## config.mk

```make
export PLATFORM = sky130hd
export DESIGN_NAME = midi_rx_array
export DESIGN_NICKNAME = d
export VERILOG_FILES = /design/src/rtl/midi_pkg.sv /design/src/rtl/midi_rx_lane.sv /design/src/rtl/midi_rx_array.sv
export SDC_FILE = /design/constraint.sdc
export NUM_CORES = 1
export LEC_CHECK = 0
export BUFFER_PORTS_ARGS = -buffer_cell sky130_fd_sc_hd__buf_2
export CELL_PAD_IN_SITES_DETAIL_PLACEMENT = 0
export CELL_PAD_IN_SITES_GLOBAL_PLACEMENT = 2
export CORE_MARGIN = 4
export CORE_UTILIZATION = 30
export CTS_CLUSTER_SIZE = 24
export DETAILED_ROUTE_END_ITERATION = 10
export GPL_TIMING_DRIVEN = 0
export PLACE_DENSITY_LB_ADDON = 0.1
export SLEW_MARGIN = 20
export SYNTH_ARGS = -nofsm -noshare
export SYNTH_HDL_FRONTEND = slang
export SYNTH_SLANG_ARGS = --single-unit
```

## constraint.sdc

```tcl
create_clock -name clk -period 3.1 [get_ports clk]
set_input_delay 0.62 -clock clk [delete_from_list [all_inputs] [get_ports clk]]
set_output_delay 0.62 -clock clk [all_outputs]
set_load 0.005 [all_outputs]
```

## src/rtl/midi_pkg.sv

```systemverilog
// -----------------------------------------------------------------------------
// midi_pkg
// Shared definitions for the MIDI receiver array: lane FSM state encoding,
// frame geometry and a helper for sizing channel-index fields.
// No ports (package).
// -----------------------------------------------------------------------------
package midi_pkg;

    // Data bits per MIDI frame (8N1).
    localparam int MIDI_BITS = 8;

    // Lane receiver states. Explicit encoding keeps the state register
    // readable in waveforms and stable across tool versions.
    typedef enum logic [2:0] {
        IDLE  = 3'd0,
        START = 3'd1,
        DATA  = 3'd2,
        STOP  = 3'd3,
        BREAK = 3'd4
    } midi_rx_state_t;

    // Width of a channel index; never narrower than one bit so a
    // single-lane build still has a legal rx_ch port.
    function automatic int ch_width(input int num_ch);
        return (num_ch > 1) ? $clog2(num_ch) : 1;
    endfunction

endpackage

```

## src/rtl/midi_rx_lane.sv

```systemverilog
// -----------------------------------------------------------------------------
// midi_rx_lane
// One MIDI UART receive lane: input synchroniser, start/data/stop/break FSM
// with false-start rejection, a one-byte holding register and a sticky
// overrun flag.
//
// Ports
//   clk          in   system clock
//   rst_n        in   asynchronous active-low reset
//   i_line       in   raw serial line, idle high, asynchronous to clk
//   i_en         in   lane enable; low forces IDLE and aborts a frame
//   i_take       in   arbiter is consuming the holding register this cycle
//   i_ovr_clr    in   write-1-to-clear for o_ovr
//   o_hold_v     out  holding register contains an unread byte
//   o_hold_data  out  held byte
//   o_hold_err   out  held byte had a framing error (stop bit sampled 0)
//   o_ovr        out  sticky overrun flag
// -----------------------------------------------------------------------------
module midi_rx_lane
    import midi_pkg::*;
#(
    parameter int OVERSAMPLE  = 8,
    parameter int SYNC_STAGES = 2
) (
    input  logic                 clk,
    input  logic                 rst_n,
    input  logic                 i_line,
    input  logic                 i_en,
    input  logic                 i_take,
    input  logic                 i_ovr_clr,
    output logic                 o_hold_v,
    output logic [MIDI_BITS-1:0] o_hold_data,
    output logic                 o_hold_err,
    output logic                 o_ovr
);

    localparam int             CW      = $clog2(OVERSAMPLE);
    localparam logic [CW-1:0]  HALF_M1 = CW'(OVERSAMPLE / 2 - 1);
    localparam logic [CW-1:0]  FULL_M1 = CW'(OVERSAMPLE - 1);

    logic [SYNC_STAGES-1:0] r_sync;
    logic                   r_prev;
    midi_rx_state_t         r_state;
    logic [CW-1:0]          r_cnt;
    logic [2:0]             r_bit;
    logic [MIDI_BITS-1:0]   r_shift;
    logic                   r_hold_v;
    logic [MIDI_BITS-1:0]   r_hold_data;
    logic                   r_hold_err;
    logic                   r_ovr;

    logic w_s;
    logic w_fall;
    logic w_tick;
    logic w_stop_done;

    assign w_s         = r_sync[SYNC_STAGES-1];
    assign w_fall      = r_prev & ~w_s;
    assign w_tick      = (r_cnt == FULL_M1);
    assign w_stop_done = i_en && (r_state == STOP) && w_tick;

    // Synchroniser resets to the idle (high) level so a line that is already
    // low when reset releases is seen as a fresh falling edge.
    // r_prev is forced low while disabled: after re-enable the line must be
    // observed high before a falling edge can start a frame.
    always_ff @(posedge clk or negedge rst_n) begin
        if (!rst_n) begin
            r_sync <= '1;
            r_prev <= 1'b1;
        end else begin
            r_sync <= {r_sync[SYNC_STAGES-2:0], i_line};
            r_prev <= i_en ? w_s : 1'b0;
        end
    end

    // Frame FSM. START waits half a bit to sample the middle of the start
    // bit; every later sample is a full bit further on.
    always_ff @(posedge clk or negedge rst_n) begin
        if (!rst_n) begin
            r_state <= IDLE;
            r_cnt   <= '0;
            r_bit   <= '0;
            r_shift <= '0;
        end else if (!i_en) begin
            r_state <= IDLE;
            r_cnt   <= '0;
        end else begin
            case (r_state)
                IDLE: begin
                    if (w_fall) begin
                        r_state <= START;
                        r_cnt   <= '0;
                    end
                end
                START: begin
                    if (r_cnt == HALF_M1) begin
                        r_state <= w_s ? IDLE : DATA;
                        r_cnt   <= '0;
                        r_bit   <= '0;
                    end else begin
                        r_cnt <= r_cnt + 1'b1;
                    end
                end
                DATA: begin
                    if (w_tick) begin
                        r_shift <= {w_s, r_shift[MIDI_BITS-1:1]};
                        r_cnt   <= '0;
                        r_bit   <= r_bit + 1'b1;
                        if (r_bit == 3'd7) begin
                            r_state <= STOP;
                        end
                    end else begin
                        r_cnt <= r_cnt + 1'b1;
                    end
                end
                STOP: begin
                    if (w_tick) begin
                        r_cnt   <= '0;
                        r_state <= w_s ? IDLE : BREAK;
                    end else begin
                        r_cnt <= r_cnt + 1'b1;
                    end
                end
                BREAK: begin
                    if (w_s) begin
                        r_state <= IDLE;
                    end
                end
                default: begin
                    r_state <= IDLE;
                    r_cnt   <= '0;
                end
            endcase
        end
    end

    // Holding register. A byte that completes while the old one is still
    // waiting (and not being taken this cycle) is dropped in favour of the
    // older byte.
    always_ff @(posedge clk or negedge rst_n) begin
        if (!rst_n) begin
            r_hold_v    <= 1'b0;
            r_hold_data <= '0;
            r_hold_err  <= 1'b0;
        end else if (w_stop_done && (!r_hold_v || i_take)) begin
            r_hold_v    <= 1'b1;
            r_hold_data <= r_shift;
            r_hold_err  <= ~w_s;
        end else if (i_take) begin
            r_hold_v <= 1'b0;
        end
    end

    // Sticky overrun; a new overrun event beats a simultaneous clear.
    always_ff @(posedge clk or negedge rst_n) begin
        if (!rst_n) begin
            r_ovr <= 1'b0;
        end else if (w_stop_done && r_hold_v && !i_take) begin
            r_ovr <= 1'b1;
        end else if (i_ovr_clr) begin
            r_ovr <= 1'b0;
        end
    end

    assign o_hold_v    = r_hold_v;
    assign o_hold_data = r_hold_data;
    assign o_hold_err  = r_hold_err;
    assign o_ovr       = r_ovr;

endmodule

```

## src/rtl/midi_rx_array.sv

```systemverilog
// -----------------------------------------------------------------------------
// midi_rx_array
// NUM_CH MIDI receive lanes merged by a round-robin arbiter into a single
// channel-tagged valid/ready byte stream.
//
// Ports
//   clk        in   system clock
//   rst_n      in   asynchronous active-low reset
//   midi_in    in   raw serial lines, idle high
//   ch_en      in   per-lane enable
//   rx_data    out  received byte
//   rx_ch      out  source lane of rx_data
//   rx_err     out  framing error flag for rx_data
//   rx_valid   out  output beat valid
//   rx_ready   in   consumer accepts beat when rx_valid && rx_ready
//   ovr        out  sticky per-lane overrun
//   ovr_clr    in   per-lane write-1-to-clear for ovr
// -----------------------------------------------------------------------------
module midi_rx_array
    import midi_pkg::*;
#(
    parameter int NUM_CH      = 4,
    parameter int OVERSAMPLE  = 8,
    parameter int SYNC_STAGES = 2,
    localparam int CHW        = ch_width(NUM_CH)
) (
    input  logic                 clk,
    input  logic                 rst_n,
    input  logic [NUM_CH-1:0]    midi_in,
    input  logic [NUM_CH-1:0]    ch_en,
    output logic [MIDI_BITS-1:0] rx_data,
    output logic [CHW-1:0]       rx_ch,
    output logic                 rx_err,
    output logic                 rx_valid,
    input  logic                 rx_ready,
    output logic [NUM_CH-1:0]    ovr,
    input  logic [NUM_CH-1:0]    ovr_clr
);

    logic [NUM_CH-1:0]    w_hold_v;
    logic [MIDI_BITS-1:0] w_hold_data [NUM_CH];
    logic [NUM_CH-1:0]    w_hold_err;
    logic [NUM_CH-1:0]    w_take;
    logic                 w_grant_found;
    logic [CHW-1:0]       w_grant_idx;
    logic                 w_load;

    logic [MIDI_BITS-1:0] r_data;
    logic [CHW-1:0]       r_ch;
    logic                 r_err;
    logic                 r_valid;
    logic [CHW-1:0]       r_rr_ptr;

    for (genvar g = 0; g < NUM_CH; g++) begin : g_lane
        midi_rx_lane #(
            .OVERSAMPLE  (OVERSAMPLE),
            .SYNC_STAGES (SYNC_STAGES)
        ) u_lane (
            .clk         (clk),
            .rst_n       (rst_n),
            .i_line      (midi_in[g]),
            .i_en        (ch_en[g]),
            .i_take      (w_take[g]),
            .i_ovr_clr   (ovr_clr[g]),
            .o_hold_v    (w_hold_v[g]),
            .o_hold_data (w_hold_data[g]),
            .o_hold_err  (w_hold_err[g]),
            .o_ovr       (ovr[g])
        );
    end

    // Round-robin search: r_rr_ptr names the lane with highest priority,
    // i.e. the lane after the one granted last.
    always_comb begin
        int idx;
        idx           = 0;
        w_grant_found = 1'b0;
        w_grant_idx   = '0;
        for (int k = 0; k < NUM_CH; k++) begin
            idx = (int'(r_rr_ptr) + k) % NUM_CH;
            if (!w_grant_found && w_hold_v[idx[CHW-1:0]]) begin
                w_grant_found = 1'b1;
                w_grant_idx   = idx[CHW-1:0];
            end
        end
    end

    // The output register can accept a new byte when empty or being drained.
    assign w_load = (!r_valid || rx_ready) && w_grant_found;

    always_comb begin
        w_take = '0;
        if (w_load) begin
            w_take[w_grant_idx] = 1'b1;
        end
    end

    // Output register; contents are frozen while stalled.
    always_ff @(posedge clk or negedge rst_n) begin
        if (!rst_n) begin
            r_data   <= '0;
            r_ch     <= '0;
            r_err    <= 1'b0;
            r_valid  <= 1'b0;
            r_rr_ptr <= '0;
        end else if (!r_valid || rx_ready) begin
            if (w_grant_found) begin
                r_data   <= w_hold_data[w_grant_idx];
                r_ch     <= w_grant_idx;
                r_err    <= w_hold_err[w_grant_idx];
                r_valid  <= 1'b1;
                r_rr_ptr <= (w_grant_idx == CHW'(NUM_CH - 1)) ? '0 : w_grant_idx + 1'b1;
            end else begin
                r_valid <= 1'b0;
            end
        end
    end

    assign rx_data  = r_data;
    assign rx_ch    = r_ch;
    assign rx_err   = r_err;
    assign rx_valid = r_valid;

endmodule

```

== After elaboration in Yosys (flattened, before gate mapping) ==
Index checks and enable logic that the tools add are counted.

* Eq/ne operators: 65
* Shifts and indexed selects: 0
* Magnitude comparators: 7
* Reduce and logical (&&, ||, !) cells: 79
* Bitwise gates (word level): 9
* Multiplexer cells: 118
* $add $sub $neg: 12
* Multipliers: 0
* Divide/modulo/power cells: 0

{| class="wikitable"
|+ Operators by type and width
! operator !! number
|-
| $mux W3 || 56
|-
| $ne A3 B2 Y1 const B || 24
|-
| $pmux W3 S5 || 4
|-
| $pmux W3 S4 || 4
|-
| $eq A3 B2 Y1 const B || 12
|-
| $eq A3 B3 Y1 const B || 12
|-
| $mux W1 || 31
|-
| $logic_and A1 B1 Y1 || 25
|-
| $add A3 B1 Y3 const B || 8
|-
| $pmux W3 S2 || 4
|-
| $reduce_and A6 Y1 || 4
|-
| $reduce_bool A2 Y1 || 12
|-
| $mux W2 || 9
|-
| $bmux W8 S2 || 1
|-
| $mux W8 || 2
|-
| $ne A2 B1 Y1 const B || 8
|-
| $reduce_and A4 Y1 || 4
|-
| $lt A2 B3 Y1 const B || 5
|-
| $eq A3 B1 Y1 const B || 4
|-
| $logic_not A1 Y1 || 12
|-
| $logic_not A3 Y1 || 4
|-
| $reduce_and A3 Y1 || 4
|-
| $bmux W1 S2 || 5
|-
| $reduce_and A2 Y1 || 5
|-
| 13 further kinds || 31
|}

* Output and inout port bits: 16
* Memories: 0
* Logic and storage cells: 335
* Register bits after elaboration: 138
* Memory bits (read-only): 0
* Bits in writable memories: 0
* Latch bits: 0
* Input port bits: 15

== Longest topological paths before layout ==
Gate-level depths: netlist of run 1.

* Depth after elaboration: 20
* Mapped depth: 11
* Depth with buffers taken out: 8

== Hierarchy ==
From an unflattened synthesis of run 1, not the netlist that was laid out.

* Cell total of the unflattened synthesis: 503
* Area, all modules: 6472.5 sq um

{| class="wikitable"
|+ Modules (own cells, without submodules)
! module !! instances !! sequential area each (sq um) !! area an instance (sq um) !! cells an instance
|-
| midi_rx_lane (g_lane[0].u_lane ...) || 3 || 779.5 || 1393.8 || 103
|-
| midi_rx_lane (g_lane[1].u_lane) || 1 || 779.5 || 1407.6 || 104
|-
| midi_rx_array || 1 || 350.3 || 883.3 || 90
|}

== Worst setup path before layout of run 1 ==
Ideal clock, no wire load.

* Kind: register -> register
* From: register g_lane[0].u_lane.r_hold_v
* To: register g_lane[3].u_lane.r_hold_data[0]
* Cell stages (with the launch flop): 11
* Path slack: 0.621 ns
* Data required time: 2.975 ns
* Clock period less this slack: 2.479 ns
* Arrival time: 2.354 ns
* Library setup time: 0.125 ns
* Path buffers: 3
* Cells stage by stage: dfrtp_1 -> buf_4 -> nor2b_1 -> o21a_1 -> a2111oi_0 -> buf_4 -> ha_1 -> a21boi_0 -> or2_2 -> buf_2 -> mux2_2

* Cells in the longest elaborated chain, start to end: 19
* Elaborated cells on any way between the ends: 31
* Classes of those cells: order compare: 2; mux: 19; reduce/logical: 10

{| class="wikitable"
|+ RTL lines
! what !! line !! text
|-
| from (decl) || midi_rx_lane.sv:47 || <nowiki>logic r_hold_v;</nowiki>
|-
| from (signal assigned) || midi_rx_lane.sv:142 || <nowiki>r_hold_v <= 1'b0;</nowiki>
|-
| from (signal assigned) || midi_rx_lane.sv:146 || <nowiki>r_hold_v <= 1'b1;</nowiki>
|-
| from (signal assigned) || midi_rx_lane.sv:150 || <nowiki>r_hold_v <= 1'b0;</nowiki>
|-
| $bmux W1 S2 || midi_rx_array.sv:81 || <nowiki>if (!w_grant_found && w_hold_v[idx[CHW-1:0]]) begin</nowiki>
|-
| $mux W1 (implied by the code) || midi_rx_array.sv:81 ||
|-
| $mux W1 || midi_rx_array.sv:81 ||
|-
| $logic_not A1 Y1 || midi_rx_array.sv:81 ||
|-
| $logic_and A1 B1 Y1 || midi_rx_array.sv:81 ||
|-
| $mux W1 || midi_rx_array.sv:81 ||
|-
| $logic_not A1 Y1 || midi_rx_array.sv:81 ||
|-
| $logic_and A1 B1 Y1 || midi_rx_array.sv:81 ||
|-
| (+3 left out) || n/a ||
|-
| $mux W2 || midi_rx_array.sv:81 ||
|-
| $lt A2 B3 Y1 (implied by the code) / $ge A2 B1 Y1 (equally long branches) || midi_rx_array.sv:94 || <nowiki>w_take[w_grant_idx] = 1'b1;</nowiki>
|-
| $logic_and A1 B1 Y1 (implied by the code) || midi_rx_array.sv:94 ||
|-
| $mux W1 (implied by the code) || midi_rx_array.sv:94 ||
|-
| $demux W1 S2 || midi_rx_array.sv:94 ||
|-
| $mux W4 (*) || midi_rx_array.sv:93 || <nowiki>if (w_load) begin</nowiki>
|-
| $logic_or A1 B1 Y1 (*) || midi_rx_lane.sv:145 || <nowiki>end else if (w_stop_done && (!r_hold_v || i_take)) begin</nowiki>
|-
| $logic_and A1 B1 Y1 (*) || midi_rx_lane.sv:145 ||
|-
| to (signal assigned) || midi_rx_lane.sv:147 || <nowiki>r_hold_data <= r_shift;</nowiki>
|-
| to (decl) || midi_rx_lane.sv:48 || <nowiki>logic [MIDI_BITS-1:0] r_hold_data;</nowiki>
|}

Every way passes the cells marked *; elsewhere a longest branch is shown, timed or not. The select of a mux whose other input is x is not followed.
A chain may end at the register's enable or synchronous reset.

== Worst setup path in the final report of run 1 ==
* From: register g_lane[3].u_lane.r_hold_v
* To: register g_lane[3].u_lane.r_hold_data[0]

* Cells in the longest elaborated chain, start to end: 19
* Elaborated cells on any way between the ends: 32
* Classes of those cells: order compare: 2; mux: 19; reduce/logical: 11

{| class="wikitable"
|+ RTL lines
! what !! line
|-
| from (decl) || midi_rx_lane.sv:47
|-
| from (signal assigned) || midi_rx_lane.sv:142
|-
| from (signal assigned) || midi_rx_lane.sv:146
|-
| from (signal assigned) || midi_rx_lane.sv:150
|-
| $bmux W1 S2 || midi_rx_array.sv:81
|-
| $mux W1 (implied by the code) || midi_rx_array.sv:81
|-
| $mux W1 || midi_rx_array.sv:81
|-
| $logic_not A1 Y1 || midi_rx_array.sv:81
|-
| $logic_and A1 B1 Y1 || midi_rx_array.sv:81
|-
| $mux W1 || midi_rx_array.sv:81
|-
| $logic_not A1 Y1 || midi_rx_array.sv:81
|-
| $logic_and A1 B1 Y1 || midi_rx_array.sv:81
|-
| (+3 left out) || n/a
|-
| $mux W2 || midi_rx_array.sv:81
|-
| $lt A2 B3 Y1 (implied by the code) / $ge A2 B1 Y1 (equally long branches) || midi_rx_array.sv:94
|-
| $logic_and A1 B1 Y1 (implied by the code) || midi_rx_array.sv:94
|-
| $mux W1 (implied by the code) || midi_rx_array.sv:94
|-
| $demux W1 S2 || midi_rx_array.sv:94
|-
| $mux W4 || midi_rx_array.sv:93
|-
| $logic_or A1 B1 Y1 (*) || midi_rx_lane.sv:145
|-
| $logic_and A1 B1 Y1 (*) || midi_rx_lane.sv:145
|}

Marks and branches as above.

==> metrics.txt, run 1 <==
CTS Hold Bufs 0; Overall Global Routing Usage between 10% and 20%; Mapped Nets 584; relative slew slack a little under half; fillcell total 2022; Setup Buffers After CTS 0; drt first pass iters 4; synth top area cells dfrtp_1, mux2_2, dfstp_2, ha_1, nand2_1; Die Height ~150 microns; total global routing overflow 0; Crit. End Element flip-flop; Hold Violations, Final 0; area grow syn2layout 17.6%; Hold Slack 0.137 ns; clock buffer depth 2; initial DRC count between 100 and 150; Synth Cell Area 0.00634 sq mm; initial core utilization 31.0%; total die area approximately 0.024 sq mm; Top FF cell, synth dfrtp_1; post-synthesis async set-or-reset flop share 100%; Die Wd between 150 and 200 microns; Distinct cells, synth 54; worst clock skew a little under 0.009 ns; CTS tree yes; post-route design area 0.00746 sq mm; standard-cell rows 52; dpl cells between 800 and 900; Core Region just over 0.02 sq mm; port bufs 30; # clock sinks about 140; unrepaired setup endpoints after global routing no; nets 634; via/cell ratio 4.85; flops & latches, synth 138; DP Area 0.00687 sq mm; H-tree Lvls 4; Power per Cell Area 693 mW/mm^2; DRC 0; routed length per instance 15.9 microns; n_diodes 0; largest net degree at the start of global routing just over 70; post-route ant nets 0; vias in the first global route 4497; clk_lat worst skew 0.42 ns; CP max stage delay 0.42 ns; Worst Path Max Fanout 10; status complete, no violations; Routed WL 13900 microns; I/O pin count 31; CP arrival ~3.1 ns; Final GP Congestion 0.771; Resize count post-CTS 0; antenna violations before repair 0; Finished Layout Cells roughly 880; layout cells sized above 1 25.5%; endpoints failing setup 0; CP startpoint kind flip-flop; CP cell instances clkbuf_1 -> nor2b_1 -> o21a_1 -> a2111oi_0 -> buf_4 -> ha_1 -> a21boi_0 -> or2_2 -> buf_2 -> mux2_2; Slew @ Worst Pin 0.796 ns; fmax 353 MHz; final worst path period need 2.84 ns; CTS root buf clkbuf_16; MaxCap Viol Count 0; share of the synthesized area in the top cell type 49.7%; Num CTS Buffers 17; Yosys warning count 0; Detail Placement HPWL 9760 microns; Slew Viols, Final 0; EDFF count, synth 0; register area share after synthesis 54.7%; Post-Syn Instances roughly 540; Mapped Avg Cell Area about 12 sq um; via count approximately 4.3k; area leader, netlist dfrtp_1; first-pass GRT wire length 23600 microns; worst hold path type in2async; Slowest-stage cell, CP a2111oi_0; crit path kind reg2reg; clk slew on worst S/H paths 0.06 ns; leak pwr 3.50 nW; Final Cycle Share 91.5%; CP Data Required Time 3.40 ns; VDD IR-drop max 406 uV
[final timing paths]
check                                           start                               to  depth (start not counted)  slack, ns
min                                             rst_n        g_lane[1].u_lane.r_cnt[0]                          1       0.14
min in group clk                           midi_in[3]       g_lane[3].u_lane.r_sync[0]                          1       0.30
max reg2reg                 g_lane[3].u_lane.o_hold_v  g_lane[3].u_lane.o_hold_data[0]                         10       0.26
max in group asynchronous                       rst_n          g_lane[3].u_lane.r_prev                          2       2.17
min reg2reg                g_lane[0].u_lane.r_sync[0]       g_lane[0].u_lane.r_sync[1]                          0       0.35
max                         g_lane[3].u_lane.o_hold_v  g_lane[3].u_lane.o_hold_data[0]                         10       0.26
[logic make-up (layout without fill, tap and decap cells)]
| group | after synthesis | in the layout | share of synthesized area [%] |
|---|---|---|---|
| muxes | 78 | 78 | 13.5 |
| adders and majority gates | 25 | 25 | 4.93 |
| buffers and inverters | 46 | 109 | 3.14 |
| AOI/OAI and AO/OA | 98 | 98 | 11.7 |
| DFF | 138 | 138 | 54.7 |
| and+or+nand+nor | 159 | 159 | 12.1 |
[stage by stage]
step | setup TNS (ns) | util, % | worst slack (ns) | power, W
2_1_floorplan | 0 | - | 0.621 | 0.00281
3_3_place_gp | -82.19 | 33.3 | -0.664 | 0.00318
3_5_place_dp | 0 | 33.5 | 0.247 | 0.00319
4_1_cts | 0 | 36.4 | 0.211 | 0.00526
5_1_grt | 0 | 36.4 | 0.0119 | 0.00547
6_report | 0 | 36.4 | 0.264 | 0.00517
[flip-flops by register name, indices dropped and copies added, names as in the netlist, 8 cells and up]
name	cells
g_lane.u_lane.o_hold_data	32
g_lane.u_lane.r_bit	12
g_lane.u_lane.r_cnt	12
g_lane.u_lane.r_shift	32
g_lane.u_lane.r_state	12
g_lane.u_lane.r_sync	8
rx_data	8
[Yosys cell counts (all sizes together), types with 2 or more instances]
master    n
nor3b     6
nor2     32
o31a      3
mux2i    17
ha       25
dfstp    12
nand2    65
dfrtp   126
o41ai     3
nor3      6
a221oi    9
inv      23
a31oi     3
a21boi    2
and2      4
and3      3
a211oi    3
o21a      3
a211o     3
o311a     2
mux2     61
nand4     3
clkbuf   12
nand2b   11
buf      11
a22o     15
nand3b    2
a21oi     6
o22ai    13
or3       3
o21ai    23
or3b      4
a21o      2
nand3     7
nor2b    10
[where the power goes]
part           leakage (nW)  switching [W]  internal [W]
Clock                 0.290       0.000761       0.00126
Sequential             1.83       0.000125       0.00199
Combinational          1.38       0.000617      0.000412
Total                  3.50        0.00150       0.00366
[worst max-delay path, delay by kind of cell (launching register included)]
family	cells	cell delay, ns
buffers and inverters	3	0.82
AOI/OAI and AO/OA	3	0.72
and+or+nand+nor	2	0.37
DFF	1	0.32
muxes	1	0.29
adders and majority gates	1	0.19
[cell type report]
type                       count  area (sq um)  area share, %
clock buffer                  24           492           6.59
timing repair buffer          31           188           2.52
inverter                      23          86.3           1.16
tap                          270           338           4.53
buffer                        23           113           1.51
clock inverter                 8          92.6           1.24
sequential                   138          3470           46.5
multi-input combinational    360          2680           36.0
[per-layer routing]
| layer | part of all wire [%] | global-route usage, % | vias up |
|---|---|---|---|
| met5 | 0 | 0 | - |
| met4 | 1.7 | 5.05 | 0 |
| met3 | 2.5 | 2.77 | 18 |
| met2 | 47 | 19.8 | 51 |
| met1 | 49 | 16.7 | 2139 |
| li1 | - | - | 2042 |
[cell usage in the layout (no fill, tap or decap), drive strengths merged, types with 2 or more instances in the layout]
master	synthesis	final
or3b	4	4
clkinv	0	5
a211oi	3	3
nand2	65	65
nor2b	10	10
nand4	3	3
nand2b	11	11
nand3	7	7
a21o	2	2
ha	25	25
dfrtp	126	126
o22ai	13	13
mux2i	17	17
o21a	3	3
a21oi	6	6
nor2	32	32
o31a	3	3
o41ai	3	3
dfstp	12	12
a22o	15	15
a221oi	9	9
bufinv	0	2
a211o	3	3
o311a	2	2
o21ai	23	23
nand3b	2	2
mux2	61	61
and3	3	3
and2	4	4
buf	11	42
inv	23	23
a21boi	2	2
or3	3	3
nor3	6	6
nor3b	6	6
clkbuf	12	36
a31oi	3	3
(Power assumes the default switching activity.)
==> run 2: changes to the inputs <==
--- a/config.mk
+++ b/config.mk
@@ -8,7 +8,6 @@
 export BUFFER_PORTS_ARGS = -buffer_cell sky130_fd_sc_hd__buf_2
 export CELL_PAD_IN_SITES_DETAIL_PLACEMENT = 0
 export CELL_PAD_IN_SITES_GLOBAL_PLACEMENT = 2
-export CORE_MARGIN = 4
 export CORE_UTILIZATION = 30
 export CTS_CLUSTER_SIZE = 24
 export DETAILED_ROUTE_END_ITERATION = 10
==> run 2 against run 1 <==
Against the previous run: first-iteration DRC count is 35% higher; register-to-register slack better by 0.07 ns; clock power is 5% higher; global-route usage is 0.93 points higher; via count is 1.9% lower; highest routed layer unchanged.
==> metrics.txt, run 2 (same netlist as run 1, synthesis figures left out) <==
CTS root buf clkbuf_16; nets 634; Die Height 147 microns; Slew Viols, Final 0; GR Util met3 3.52%; Final GP Congestion between 0.7 and 0.8; total die area 0.0217 sq mm; largest net degree at the start of global routing 87; port bufs 30; GR peak layer met2; most common cell after layout, fill and taps aside dfrtp_1; clk slew on worst S/H paths 0.07 ns; via/cell ratio 4.75; status complete, no violations; drt first pass iters 5; P_sw 0.00157 W; Power per Cell Area 702 mW/mm^2; Int Pwr 0.00369 W; CP startpoint kind flip-flop; MaxCap Viol Count 0; Overall Global Routing Usage between 10% and 20%; initial DRC count 192; Num CTS Buffers 17; # clock sinks 138; Clock Power Share 40.4%; final worst slack about 0.33 ns; CP arrival 3.07 ns; H-tree Lvls 4; relative slew slack 28.9%; Routed WL 13500 microns; Hold Slack 0.113 ns; Final Total Pwr 0.00526 W; Reg power frac 40.2%; initial core utilization 31.0%; CTS tree yes; M1 GR Usage 18.6%; I/O pin count 31; met2 Usage GRT ~20%; VDD IR-drop max around 340 uV; leak pwr ~3.5 nW; Hold Violations, Final 0; n_diodes 0; final worst path period need 2.77 ns; Logic pwr share 19.4%; Detail Placement HPWL 9460 microns; CP Data Required Time between 3 and 4 ns; vias in the first global route 4270; fillcell total 2017; routed length per instance 15.4 microns; DRC 0; CP cell instances clkbuf_1 -> nor2b_1 -> o21a_1 -> a2111oi_0 -> buf_4 -> ha_1 -> a21boi_0 -> or2_2 -> buf_2 -> mux2_2; Core Region 0.0205 sq mm; TNS Setup 0 ns; Resize count post-CTS 0; post-route ant nets 0; crit path kind reg2reg; layout cells sized above 1 25.7%; clk_lat worst skew approximately 0.42 ns; area grow syn2layout 18.0%; dpl ws 0.292 ns; Worst Path Max Fanout 10; first-pass GRT wire length roughly 23000 microns; Slew @ Worst Pin between 1 and 1.5 ns; Crit. End Element flip-flop; worst clock skew 0.00993 ns; total global routing overflow 0; clock buffer depth 2; unrepaired setup endpoints after global routing no; Slowest-stage cell, CP a2111oi_0; Setup Buffers After CTS 0; antenna violations before repair 0; CP top delay family buffers and inverters; endpoints failing setup 0; Final Cycle Share 89.4%; Die Wd 147 microns; worst hold path type in2async; dpl cells 845; via count 4168; Net Sw Frac 29.9%; most frequent cells in the layout dfrtp_1, nand2_1, mux2_2, buf_2, nor2_1; CP max stage delay 0.40 ns; standard-cell rows 52; WP buf/inv 3; fmax between 300 and 400 MHz; Finished Layout Cells 877; CTS Hold Bufs 0
## run 2: cell type report
| class | count | area, sq um | share of cell area, % |
|---|---|---|---|
| well taps | 270 | 338 | 4.51 |
| plain buffers | 23 | 113 | 1.50 |
| inverters | 23 | 86.3 | 1.15 |
| clock inverters | 14 | 188 | 2.51 |
| clock buffers | 18 | 429 | 5.73 |
| multi-input cells | 360 | 2680 | 35.8 |
| repair buffers | 31 | 188 | 2.51 |
| flip-flops and latches | 138 | 3470 | 46.3 |
## run 2: metrics by stage
stage / area, sq um / util (%)
after global routing: 7490 / 36.5
after CTS: 7490 / 36.5
final: 7490 / 36.5
after global placement: 6830 / 33.3
after detailed placement: 6870 / 33.5
after floorplan: 6340 / -
## run 2: metal layers
metal / vias to the layer above / share of wire (%) / routed length [microns]
li1: 2040 / - / -
met1: 2059 / 50 / 6700
met2: 55 / 46 / 6170
met3: 14 / 3.3 / 445
met4: 0 / 1.3 / 176
met5: - / 0 / 0
## run 2: path summary, 6_finish.rpt
kind,from,to,slack (ns),depth (start not counted)
worst min-delay path,rst_n,g_lane[0].u_lane.r_cnt[2],0.11,1
worst min register to register,g_lane[3].u_lane.r_sync[0],g_lane[3].u_lane.r_sync[1],0.36,0
worst max-delay path,g_lane[3].u_lane.o_hold_v,g_lane[3].u_lane.o_hold_data[1],0.33,10
worst max register to register,g_lane[3].u_lane.o_hold_v,g_lane[3].u_lane.o_hold_data[1],0.33,10
max in group asynchronous,rst_n,g_lane[2].u_lane.r_sync[1],2.18,2
min in group clk,midi_in[2],g_lane[2].u_lane.r_sync[0],0.30,1
## run 2: power by group through the flow
| stage | clock [W] | sequential (W) | combinational [W] |
|---|---|---|---|
| 3_3_place_gp | 0 | 0.00214 | 0.00103 |
| 5_1_grt | 0.00228 | 0.00214 | 0.00115 |
| 6_report | 0.00212 | 0.00211 | 0.00102 |
| 3_5_place_dp | 0 | 0.00215 | 0.00104 |
| 4_1_cts | 0.00220 | 0.00212 | 0.00104 |
| 2_1_floorplan | 0 | 0.00211 | 0.000696 |
==> run 3: changes to the inputs <==
--- a/config.mk
+++ b/config.mk
@@ -6,8 +6,10 @@
 export NUM_CORES = 1
 export LEC_CHECK = 0
 export BUFFER_PORTS_ARGS = -buffer_cell sky130_fd_sc_hd__buf_2
+export CAP_MARGIN = 40
 export CELL_PAD_IN_SITES_DETAIL_PLACEMENT = 0
 export CELL_PAD_IN_SITES_GLOBAL_PLACEMENT = 2
+export CORE_MARGIN = 3
 export CORE_UTILIZATION = 30
 export CTS_CLUSTER_SIZE = 24
 export DETAILED_ROUTE_END_ITERATION = 10
==> constraint.sdc (replaced) <==
create_clock -name clk -period 3.1 [get_ports clk]
set_input_delay 0.155 -clock clk [delete_from_list [all_inputs] [get_ports clk]]
set_output_delay 0.155 -clock clk [all_outputs]
set_load 0.005 [all_outputs]
==> run 3 against run 2 <==
Against the previous run: final cell count grew 1.7%; hold slack improved by 0.086 ns; critical path depth is the same; highest routed layer unchanged.
==> metrics.txt, run 3 (same netlist as run 1, synthesis figures left out) <==
endpoints failing setup 0; H-tree Lvls 4; worst hold path type in2reg; Resize count post-CTS 0; worst r2r src g_lane[3].u_lane.o_hold_v; via count 4255; CP startpoint kind flip-flop; Routed WL 13800 microns; reg-to-reg setup timing slack 0.31 ns; antenna violations before repair 0; Slew @ Worst Pin around 0.79 ns; leak pwr 3.59 nW; CP Data Required Time approximately 3.4 ns; n_diodes 0; port bufs 30; CP top delay family buffers and inverters; unrepaired setup endpoints after global routing no; largest net degree at the start of global routing 95; fmax 358 MHz; most common cell after layout, fill and taps aside dfrtp_1; area grow syn2layout 20.8%; VDD IR-drop max 376 uV; CP max stage delay 0.41 ns; Num CTS Buffers 17; total die area about 0.023 sq mm; Worst Path Max Fanout 10; clk_lat worst skew 0.42 ns; WP buf/inv 3; Die Wd roughly 150 microns; final worst slack 0.307 ns; Finished Layout Cells 892; CTS Hold Bufs 13; Worst R2R End g_lane[3].u_lane.o_hold_data[6]; I/O pin count 31; nets 649; clk slew on worst S/H paths 0.06 ns; Die Height 151 microns; Min-Delay Endpoint rx_valid; standard-cell rows 52; Slowest-stage cell, CP a2111oi_0; Slew Viols, Final 0; # clock sinks 138; worst clock skew 0.0115 ns; hold_sp rx_ready; vias in the first global route roughly 4.4k; initial DRC count 143; Final Cycle Share 90.1%; CP arrival 3.09 ns; crit path kind reg2reg; dpl ws between 0.3 and 0.4 ns; post-route ant nets 0; Worst Reg-to-Reg Cells 10; drt first pass iters 6; Final Total Pwr roughly 0.0054 W; total global routing overflow 0; layout cells sized above 1 25.2%; Final GP Congestion 0.782; CTS root buf clkbuf_16; TNS Setup 0 ns; final worst path period need 2.79 ns; DRC 0; Core Region 0.0205 sq mm; CP cell instances clkbuf_1 -> nor2b_1 -> o21a_1 -> a2111oi_0 -> buf_4 -> ha_1 -> a21boi_0 -> or2_2 -> buf_2 -> mux2_2; worst hold stages 3; Overall Global Routing Usage 13.0%; status complete, no violations; most frequent cells in the layout dfrtp_1, nand2_1, mux2_2, buf_2, nor2_1; CTS tree yes; relative slew slack between 40% and 50%; dpl cells approximately 850; Hold Violations, Final 0; via/cell ratio 4.77; Detail Placement HPWL 9700 microns; MaxCap Viol Count 0; initial core utilization 31.0%; routed length per instance approximately 16 microns; Setup Buffers After CTS 0; first-pass GRT wire length 22800 microns; Crit. End Element flip-flop; Power per Cell Area 705 mW/mm^2; clock buffer depth 2
-- run 3: changes by cell type in the layout (fill, tap and decap cells not counted), sizes merged, moves of 2 or more --
cell and change:
dlygate4sd3 +13, inv -5, clkbuf +3, buf +2, bufinv +2
-- run 3: power by group --
part	leakage (nW)	internal (W)	switching, W
clock network	0.313	0.00147	0.000781
registers	1.83	0.00199	0.000123
logic	1.45	0.000422	0.000617
total	3.59	0.00388	0.00152
-- run 3: how the worst max path moves through the flow --
stage                                         start                         endpoint  slack [ns]  cells after the start
after floorplan           g_lane[0].u_lane.o_hold_v  g_lane[3].u_lane.o_hold_data[0]        0.62                     10
after global placement                        rst_n      g_lane[2].u_lane.r_state[2]       -0.17                      1
after detailed placement  g_lane[3].u_lane.o_hold_v  g_lane[3].u_lane.o_hold_data[2]        0.30                     10
after CTS                 g_lane[3].u_lane.o_hold_v  g_lane[3].u_lane.o_hold_data[2]        0.28                     10
after global routing      g_lane[3].u_lane.o_hold_v  g_lane[3].u_lane.o_hold_data[7]        0.01                     10
final                     g_lane[3].u_lane.o_hold_v  g_lane[3].u_lane.o_hold_data[6]        0.31                     10
-- run 3: per-layer routing --
metal	global-route usage [%]	vias to the layer above	share of wire, %	wire (microns)
met4	4.71	0	1.3	183
met3	3.98	16	3.7	509
met1	17.2	2102	49	6760
li1	-	2075	-	-
met5	0	-	0	0
met2	20.2	62	46	6380
-- run 3: cell type report --
| type | count | area (sq um) |
|---|---|---|
| Clock buffer | 21 | 460 |
| Fill cell | 2012 | 12800 |
| Multi-Input combinational cell | 360 | 2680 |
| Tap cell | 270 | 338 |
| Inverter | 23 | 86.3 |
| Buffer | 23 | 113 |
| Timing Repair Buffer | 46 | 330 |
| Sequential cell | 138 | 3470 |
| Clock inverter | 11 | 193 |
-- run 3: tightest hold or removal path, stage by stage --
cell      delay (ns)
buf_2           0.07
nand2b_1        0.24
nand2_1         0.09
-- run 3: metrics by stage --
step	instance area, sq um	utilization, %	hold WS [ns]
3_5_place_dp	6880	33.5	0.0820
6_report	7670	37.4	0.199
4_1_cts	7660	37.4	0.184
2_1_floorplan	6340	-	-0.141
5_1_grt	7670	37.4	0.218
3_3_place_gp	6830	33.3	0.260
